--- config.mk ---
export PLATFORM = sky130hd
export DESIGN_NAME = seq_chunk_adder_flat
export DESIGN_NICKNAME = d
export VERILOG_FILES = /design/src/rtl/seq_chunk_adder_if.sv /design/src/rtl/seq_chunk_adder.sv /design/src/flat_wrapper.sv
export SDC_FILE = /design/constraint.sdc
export NUM_CORES = 1
export LEC_CHECK = 0
export ABC_AREA = 1
export ABC_CLOCK_PERIOD_IN_PS = 3400
export CAP_MARGIN = 10
export CORE_MARGIN = 8
export CORE_UTILIZATION = 35
export DETAILED_ROUTE_END_ITERATION = 16
export GPL_TIMING_DRIVEN = 0
export PLACE_DENSITY_LB_ADDON = 0.05
export SYNTH_ARGS = -nofsm -noshare
export SYNTH_HDL_FRONTEND = slang
export SYNTH_SLANG_ARGS = --single-unit
--- constraint.sdc ---
create_clock -name clk -period 3.4 [get_ports clk]
set_input_delay 0.68 -clock clk [delete_from_list [all_inputs] [get_ports clk]]
set_output_delay 0.68 -clock clk [all_outputs]
set_load 0.01 [all_outputs]
--- src/rtl/seq_chunk_adder_if.sv ---
// Handshake and operand/result bundle for seq_chunk_adder.
// The master drives the request side; the slave (the adder) drives the results.
interface seq_chunk_adder_if #(
    parameter int WIDTH = 32
) ();
    logic             start;
    logic             sub;
    logic [WIDTH-1:0] x;
    logic [WIDTH-1:0] y;
    logic             cin;
    logic             busy;
    logic             done;
    logic [WIDTH-1:0] resadder;
    logic             cout;
    logic             overflow;

    modport master (
        output start, sub, x, y, cin,
        input  busy, done, resadder, cout, overflow
    );

    modport slave (
        input  start, sub, x, y, cin,
        output busy, done, resadder, cout, overflow
    );
endinterface

--- src/rtl/seq_chunk_adder.sv ---
// Multi-cycle add/subtract engine: CHUNK bits per clock, start/done handshake.
// Optional macro SEQ_ADDER_OVERFLOW_EN builds the signed-overflow flag; otherwise overflow is 0.
module seq_chunk_adder #(
    parameter int WIDTH = 32,
    parameter int CHUNK = 8
) (
    input  logic clk,
    input  logic reset,
    seq_chunk_adder_if.slave bus
);
    localparam int N  = WIDTH / CHUNK;
    localparam int KW = (N > 1) ? $clog2(N) : 1;
    localparam logic [KW-1:0] K_LAST = KW'(N - 1);

    typedef enum logic [1:0] {IDLE, RUN, DONE} state_t;

    state_t           r_state;
    logic [WIDTH-1:0] r_a;
    logic [WIDTH-1:0] r_b;
    logic [WIDTH-1:0] r_s;
    logic [WIDTH-1:0] r_res;
    logic             r_c;
    logic             r_busy;
    logic             r_done;
    logic             r_cout;
    logic [KW-1:0]    r_k;

    logic [CHUNK:0]   w_sum;
    logic [WIDTH-1:0] w_s_next;
    logic [WIDTH-1:0] w_a_next;
    logic [WIDTH-1:0] w_b_next;

    // Operands shift right one chunk per cycle, so the active chunk is always the low CHUNK bits.
    assign w_sum = {1'b0, r_a[CHUNK-1:0]} + {1'b0, r_b[CHUNK-1:0]} + {{CHUNK{1'b0}}, r_c};

    generate
        if (CHUNK == WIDTH) begin : g_single
            assign w_s_next = w_sum[CHUNK-1:0];
            assign w_a_next = r_a;
            assign w_b_next = r_b;
        end else begin : g_multi
            assign w_s_next = {w_sum[CHUNK-1:0], r_s[WIDTH-1:CHUNK]};
            assign w_a_next = {{CHUNK{1'b0}}, r_a[WIDTH-1:CHUNK]};
            assign w_b_next = {{CHUNK{1'b0}}, r_b[WIDTH-1:CHUNK]};
        end
    endgenerate

`ifdef SEQ_ADDER_OVERFLOW_EN
    logic r_ovf;
    logic w_ovf;
    // On the last chunk the low CHUNK bits hold the original MSB chunk of A and B.
    assign w_ovf = (r_a[CHUNK-1] == r_b[CHUNK-1]) && (w_sum[CHUNK-1] != r_a[CHUNK-1]);
    assign bus.overflow = r_ovf;
`else
    assign bus.overflow = 1'b0;
`endif

    always_ff @(posedge clk) begin
        if (reset) begin
            r_state <= IDLE;
            r_a     <= '0;
            r_b     <= '0;
            r_s     <= '0;
            r_res   <= '0;
            r_c     <= 1'b0;
            r_busy  <= 1'b0;
            r_done  <= 1'b0;
            r_cout  <= 1'b0;
            r_k     <= '0;
`ifdef SEQ_ADDER_OVERFLOW_EN
            r_ovf   <= 1'b0;
`endif
        end else begin
            r_done <= 1'b0;
            case (r_state)
                IDLE, DONE: begin
                    if (bus.start) begin
                        r_a     <= bus.x;
                        r_b     <= bus.sub ? ~bus.y : bus.y;
                        r_c     <= bus.sub ? ~bus.cin : bus.cin;
                        r_s     <= '0;
                        r_k     <= '0;
                        r_busy  <= 1'b1;
                        r_state <= RUN;
                    end else begin
                        r_state <= IDLE;
                    end
                end
                RUN: begin
                    r_a <= w_a_next;
                    r_b <= w_b_next;
                    r_c <= w_sum[CHUNK];
                    r_s <= w_s_next;
                    if (r_k == K_LAST) begin
                        r_res   <= w_s_next;
                        r_cout  <= w_sum[CHUNK];
`ifdef SEQ_ADDER_OVERFLOW_EN
                        r_ovf   <= w_ovf;
`endif
                        r_busy  <= 1'b0;
                        r_done  <= 1'b1;
                        r_state <= DONE;
                    end else begin
                        r_k <= r_k + 1'b1;
                    end
                end
                default: r_state <= IDLE;
            endcase
        end
    end

    assign bus.busy     = r_busy;
    assign bus.done     = r_done;
    assign bus.resadder = r_res;
    assign bus.cout     = r_cout;
endmodule
--- src/flat_wrapper.sv ---
// flat-port wrapper written by rule: the top's interface ports become plain ports
module seq_chunk_adder_flat 
#(
    parameter int WIDTH = 32,
    parameter int CHUNK = 8
)
  (clk, reset, bus_start, bus_sub, bus_x, bus_y, bus_cin, bus_busy, bus_done, bus_resadder, bus_cout, bus_overflow);
  seq_chunk_adder_if #(.WIDTH(WIDTH)) bus_i ();
  input  logic clk;
  input  logic reset;
  input wire logic [$bits(bus_i.start)-1:0] bus_start;
  input wire logic [$bits(bus_i.sub)-1:0] bus_sub;
  input wire logic [$bits(bus_i.x)-1:0] bus_x;
  input wire logic [$bits(bus_i.y)-1:0] bus_y;
  input wire logic [$bits(bus_i.cin)-1:0] bus_cin;
  output wire logic [$bits(bus_i.busy)-1:0] bus_busy;
  output wire logic [$bits(bus_i.done)-1:0] bus_done;
  output wire logic [$bits(bus_i.resadder)-1:0] bus_resadder;
  output wire logic [$bits(bus_i.cout)-1:0] bus_cout;
  output wire logic [$bits(bus_i.overflow)-1:0] bus_overflow;
  assign bus_i.start = bus_start;
  assign bus_i.sub = bus_sub;
  assign bus_i.x = bus_x;
  assign bus_i.y = bus_y;
  assign bus_i.cin = bus_cin;
  assign bus_busy = bus_i.busy;
  assign bus_done = bus_i.done;
  assign bus_resadder = bus_i.resadder;
  assign bus_cout = bus_i.cout;
  assign bus_overflow = bus_i.overflow;
  seq_chunk_adder #(.WIDTH(WIDTH), .CHUNK(CHUNK)) u_core (.clk(clk), .reset(reset), .bus(bus_i));
endmodule
==> metrics, run 1 <==
async set-reset flop share out of synthesis 0%; Seq/Total Area, Yosys 46.4%; upper clock frequency limit 466 MHz; Hold Path Class reg -> reg; number of global-route vias before repair 5047; Yosys cell types 30; CTS clk-pin slew, worst paths 0.06 ns; Synth area leader dfxtp_1; DRC violations left 0; count of flip-flops with a built-in enable after synthesis 0; Post-CTS Resized 0; peak ir drop on the vdd network 0.391 mV; global-route wire length before repair 25.9 mm; IO buf count 101; fraction of layout instances using a drive strength above 1 8.17%; number of buffers inserted to repair setup after CTS 0; cell count after synthesis 736; total of flip-flops plus latches after synthesis 128; series of cell instances along the critical path inv_1 -> fa_1 -> fa_1 -> inv_1 -> nand2_1 -> nand2_1 -> nand2_1 -> xnor2_1 -> nand2_1 -> a21oi_1; wirelength, routed 16.0 mm; Worst-Margin Slew 0.745 ns; routed vias 5072; worst clock skew on the final layout 0.00614 ns; final standard cell area without fillers 7410 um^2; Power per Cell Area 538 nW/um^2; number of max-capacitance violations reported 0; number of buffers added by the clock tree synthesis step 17; number of detailed-route iterations in the first pass 5; most frequent CP cell nand2_1; depth of the CTS H-tree 4; area fraction in and, or, nand and nor cells after synthesis 22.6%; pin count of the biggest net entering global routing 17; Global Route Usage Sum 16.7%; antenna violation net count after detailed routing 0; synthesized area per cell 7.50 um^2; relative max-transition margin 50.3%; slowest cell delay on critical path 0.48 ns; outcome finished clean; DRC marker count from the first detailed-route iteration 300; reg-to-reg endpoint u_core.bus.resadder[28]$_SDFFE_PP0P_; clock tree from TritonCTS yes; largest fanout on the critical path 2; effective utilization at floorplan 35.2%; type of origin of the critical path register; antenna diode count 0; number of hold buffers added after cts 0; Critical path destination u_core.bus.resadder[28]$_SDFFE_PP0P_; clk sink count 128; part of the cycle the worst path needs 63.1%; required time reported for the critical path endpoint 3.75 ns; Die Span X 142 um; Placement Cell Area 6800 um^2; reg2reg start u_core.r_c$_SDFFE_PP0P_; slowest cell on the critical path fa_1; final-report max-slew violation count 0; Post-Syn Nets 815; routed len/inst 14.8 um; per-cell via count in the routed design 4.67; origin of the worst setup path u_core.r_c$_SDFFE_PP0P_; most common cell in the netlist nand2_1; classification of the worst setup path reg -> reg; maximum root-to-sink buffer count 2; primary flip-flop cell chosen by synthesis mapping dfxtp_1; area share of xor/xnor cells in the synthesized design 4.92%; Nets 935; Syn Std Cell Area 5520 um^2; final cell count without fillers 1085; Post-Place Cells 1053; largest cells by area after synthesis dfxtp_1 (46%), nand2_1 (18%), a21oi_1 (5.7%); unrepaired setup endpoints after global routing no; post-layout minimum cycle time 2.15 ns; Fin Setup TNS 0 ns; clock insertion delay at the later pin of the skew report 0.42 ns; number of endpoints with negative hold slack in the final report 0; global placement routability congestion 0.833; boundary pin count 105; clock root cell clkbuf_16; post-detailed-placement half-perimeter wirelength 12.0 mm; Synth top area share 46.4%; layout-stage area growth over the synthesis result 34.3%; fraction of the mapped netlist area in compound gates 14.2%; largest family of logic cells by synthesized area simple AND/OR/NAND/NOR gates; depth of the worst register-to-register path 10; setup violation total in the final timing report 0; data arrival time of the critical path 2.49 ns; cell types with the highest counts after synthesis nand2_1 (271), dfxtp_1 (128), a21oi_1 (63), inv_1 (63); Post-Synth Adder-Cell Area 2.54%; proportion of synthesized area in mux cells 0%; warning count from the yosys run 0; die span in y 142 um; capturing element type of the critical path register; reg2reg setup slack 1.25 ns; Die Footprint 20000 um^2; floorplan row count 46; leakage 3.04 nW; global route total overflow 0; antenna violations before repair 0; Placeable Area 15700 um^2
## how the worst min path moves through the flow
stage | startpoint | to | cells past startpoint
finish | u_core.r_s[15]$_SDFFE_PP0P_ | u_core.r_s[15]$_SDFFE_PP0P_ | 2
global route | u_core.r_s[13]$_SDFFE_PP0P_ | u_core.r_s[13]$_SDFFE_PP0P_ | 2
CTS | u_core.r_s[13]$_SDFFE_PP0P_ | u_core.r_s[13]$_SDFFE_PP0P_ | 2
detailed placement | u_core.r_s[15]$_SDFFE_PP0P_ | u_core.r_s[15]$_SDFFE_PP0P_ | 2
global placement | u_core.r_k[0]$_SDFFE_PP0P_ | u_core.r_k[0]$_SDFFE_PP0P_ | 1
floorplan | u_core.r_k[0]$_SDFFE_PP0P_ | u_core.r_k[0]$_SDFFE_PP0P_ | 1
## worst max-delay path, delay by kind of cell, from the launching register on
kind / cells / cell delay [ns]
flops: 1 / 0.31
fa+ha+maj: 2 / 0.95
simple gates: 4 / 0.29
xor+xnor: 1 / 0.25
compound gates: 1 / 0.13
buf+inv: 2 / 0.14
## area by class of cell
class / count / area, um^2
fill: 1597 / 8240
sequential: 128 / 2560
multi-input combinational: 493 / 2450
timing repair buffer: 101 / 1010
clock buffer: 22 / 454
tap: 216 / 270
inverter: 68 / 255
buffer: 47 / 253
clock inverter: 10 / 159
## cells in the final DEF, fill, tap and decap left out, types with 4 or more instances in the layout
cell               n
inv_2              4
o211ai_1           9
nand2_1          271
o21ai_0           20
ha_1               8
o22ai_1            7
bufinv_16          4
inv_1             63
a21oi_1           63
buf_2             22
xor2_1             4
nand3_1           27
nor2_1            11
a31oi_1           24
xnor2_1           27
clkbuf_16         17
o221ai_1           9
clkbuf_1          16
dfxtp_1          128
clkdlybuf4s50_1  101
buf_4              9
## metal layers
metal | wire, um | GRT usage, % | share of wire [%]
met1 | 7080 | 19.5 | 44
met2 | 7870 | 28.8 | 49
met3 | 832 | 4.27 | 5.2
met4 | 265 | 6.39 | 1.7
met5 | 0 | 0 | 0
## per-stage QoR
step,worst slack (ns),hold slack (ns),utilization (%),total power [mW]
2_1_floorplan,1.49,0.428,-,1.92
3_3_place_gp,1.22,0.440,43.4,2.11
3_5_place_dp,1.18,0.451,43.4,2.12
4_1_cts,1.22,0.460,47.3,4.03
5_1_grt,1.05,0.476,47.3,4.17
6_report,1.25,0.458,47.3,3.99
## report_power, final
part	leakage [nW]	internal [mW]	switching (mW)
registers	1.04	1.57	0.0397
logic	1.70	0.210	0.267
clock network	0.294	1.24	0.662
total	3.04	3.02	0.969
## flip-flops by register name, summed over array words and instances, names as in the netlist
name and count:
u_core.bus.cout 1, u_core.r_a 32, u_core.bus.busy 1, u_core.r_state 2, u_core.r_s 24, u_core.r_b 32, u_core.r_k 2, u_core.r_c 1
u_core.bus.done 1, u_core.bus.resadder 32
## logic make-up after synthesis
group,count (synthesis)
DFF,128
AOI/OAI and AO/OA,136
and+or+nand+nor,315
other,1
buffers and inverters,115
xor gates and xnor gates,31
adders and majority gates,10
Note: power is estimated with default switching activity, not from simulation.
==> run 2, diff against run 1 <==
ABC_CLOCK_PERIOD_IN_PS = 1920   (was 3400)
clock period = 1.92 ns   (was 3.4 ns; I/O delays follow)
==> run 2 against run 1 <==
The run now ends with negative setup slack left. Count of clock-buffer cells in the layout did not move. Sequential share of layout area fell by 0.28 points. Global-route usage barely moved. Critical path type unchanged. Combinational power rose by 81%. Sequential power rose by 77%. Register-to-register slack got worse by 1.3 ns. Wire length barely moved. Clock power rose by 76%. Largest power group unchanged. Cell area rose by 0.91%. Final cell count rose by 0.18%.
==> metrics, run 2 (synthesis results as in run 1) <==
IO buf count 101 (unchanged); Global Route Usage Sum 16.7% (about the same); wirelength, routed 16.1 mm (was 16.0 mm); pin count of the biggest net entering global routing 17 (unchanged); DRC violations left 0 (unchanged); setup violation total in the final timing report 3 (was 0); antenna diode count 0 (unchanged); net switching fraction of the power 24.3% (about the same); upper clock frequency limit 509 MHz (was 466 MHz); data arrival time of the critical path 2.31 ns (was 2.49 ns); Final WS setup -0.0434 ns (was 1.25 ns); share of total power in sequential cells 40.2% (was 40.3%); post-detailed-placement half-perimeter wirelength 12.0 mm (unchanged); Worst-Margin Slew 0.718 ns (was 0.745 ns); peak ir drop on the vdd network 0.693 mV (was 0.391 mV); Placement Setup Slack -0.240 ns (was 1.18 ns); global-route wire length before repair 25.9 mm (unchanged); most common cell after layout, fill and taps aside nand2_1 (unchanged); failing checks negative setup slack; Placeable Area 15700 um^2 (unchanged); net switching power 1.72 mW (was 0.969 mW); maximum root-to-sink buffer count 2 (unchanged); fraction of layout instances using a drive strength above 1 10.6% (was 8.17%); antenna violation net count after detailed routing 0 (unchanged); type of origin of the critical path register (unchanged); fill cell total of the finished layout 1596 (was 1597); outcome finished with violations (was finished clean); number of hold buffers added after cts 0 (unchanged); Placement Cell Area 6800 um^2 (unchanged); routed len/inst 14.8 um (about the same); Die Span X 142 um (unchanged); relative max-transition margin 52.1% (was 50.3%); Power per Cell Area 948 nW/um^2 (was 538 nW/um^2); Hold Path Class in -> reg (was reg -> reg); part of the cycle the worst path needs 102% (was 63.1%); global route total overflow 0 (unchanged); leakage 3.06 nW (was 3.04 nW); depth of the CTS H-tree 4 (unchanged); routed vias 5123 (was 5072); number of max-capacitance violations reported 0 (unchanged); top library cells by usage in the layout, fill and taps aside nand2_1 (265), dfxtp_1 (126), clkdlybuf4s50_1 (101) (was nand2_1 (271), dfxtp_1 (128), clkdlybuf4s50_1 (101)); final standard cell area without fillers 7480 um^2 (was 7410 um^2); die span in y 142 um (unchanged); global placement routability congestion 0.833 (unchanged); number of buffers added by the clock tree synthesis step 17 (unchanged); Nets 937 (was 935); per-cell via count in the routed design 4.71 (was 4.67); clock tree from TritonCTS yes (unchanged); final-report max-slew violation count 0 (unchanged); worst clock skew on the final layout 0.00859 ns (was 0.00614 ns); post-layout minimum cycle time 1.96 ns (was 2.15 ns); clk sink count 128 (unchanged); number of detailed-route iterations in the first pass 6 (was 5); internal power 5.36 mW (was 3.02 mW); boundary pin count 105 (unchanged); required time reported for the critical path endpoint 2.26 ns (was 3.75 ns); classification of the worst setup path reg -> reg (unchanged); capturing element type of the critical path register (unchanged); DRC marker count from the first detailed-route iteration 300 (unchanged); Die Footprint 20000 um^2 (unchanged); clock root cell clkbuf_16 (unchanged); largest fanout on the critical path 2 (unchanged); layout-stage area growth over the synthesis result 35.6% (was 34.3%); effective utilization at floorplan 35.2% (unchanged); number of endpoints with negative hold slack in the final report 0 (unchanged); clock insertion delay at the later pin of the skew report 0.42 ns (about the same); power share of the combinational group 12.2% (was 12.0%); number of global-route vias before repair 5066 (was 5047); Fin Setup TNS -0.0571 ns (was 0 ns); antenna violations before repair 0 (unchanged); clock power share 47.6% (was 47.7%); floorplan row count 46 (unchanged); CTS clk-pin slew, worst paths 0.06 ns (about the same); unrepaired setup endpoints after global routing yes (was no); total design power 7.09 mW (was 3.99 mW)
-- run 2: repair_timing --
action / 4_1_cts / 5_1_grt
buffers inserted: 1 / 1
resized for setup: 4 / 15
endpoints found under the setup margin: 8 / 7
pin swaps: 2 / 7
-- run 2: final timing paths --
kind | start | end | slack [ns] | cells after the start
setup / recovery | u_core.r_b[0]$_SDFFE_PP0P_ | u_core.bus.resadder[28]$_SDFFE_PP0P_ | -0.04 | 10
hold / removal | reset | u_core.bus.resadder[10]$_SDFFE_PP0P_ | 0.42 | 4
hold reg to reg | u_core.r_s[15]$_SDFFE_PP0P_ | u_core.r_s[15]$_SDFFE_PP0P_ | 0.46 | 2
setup reg to reg | u_core.r_b[0]$_SDFFE_PP0P_ | u_core.bus.resadder[28]$_SDFFE_PP0P_ | -0.04 | 10
-- run 2: power groups by stage --
stage | Combinational [mW] | Clock [mW] | Sequential (mW)
after global placement | 0.838 | 0 | 2.90
after global routing | 0.970 | 3.58 | 2.86
after floorplan | 0.525 | 0 | 2.88
after detailed placement | 0.854 | 0 | 2.90
after CTS | 0.865 | 3.44 | 2.85
final | 0.864 | 3.37 | 2.85
-- run 2: per-stage QoR --
step,utilization (%),hold WS [ns],cells
finish,47.8,0.423,1087
global route,47.8,0.439,1087
CTS,47.5,0.426,1086
detailed placement,43.4,0.451,1053
global placement,43.4,0.440,1053
floorplan,-,0.428,736
-- run 2: layer usage --
layer | vias up | track usage [%] | wire [um]
met5 | - | 0 | 0
met4 | 0 | 6.39 | 307
met3 | 30 | 4.27 | 840
met2 | 116 | 28.8 | 7870
met1 | 2374 | 19.5 | 7040
li1 | 2603 | - | -
-- run 2: layout make-up --
class / count / area (um^2) / area share (%)
Buffer: 47 / 253 / 3.38
Clock buffer: 22 / 454 / 6.07
Clock inverter: 10 / 159 / 2.12
Inverter: 68 / 255 / 3.41
Multi-Input combinational cell: 493 / 2500 / 33.4
Sequential cell: 128 / 2560 / 34.3
Tap cell: 216 / 270 / 3.61
Timing Repair Buffer: 103 / 1030 / 13.7
-- run 2: critical path, cell delays in order (launching register included) --
cell,delay [ns]
dfxtp_2,0.32
inv_2,0.04
fa_2,0.41
fa_2,0.42
inv_2,0.06
nand2_2,0.04
nand2_2,0.07
nand2_2,0.07
xnor2_2,0.21
nand2_1,0.10
a21oi_1,0.14
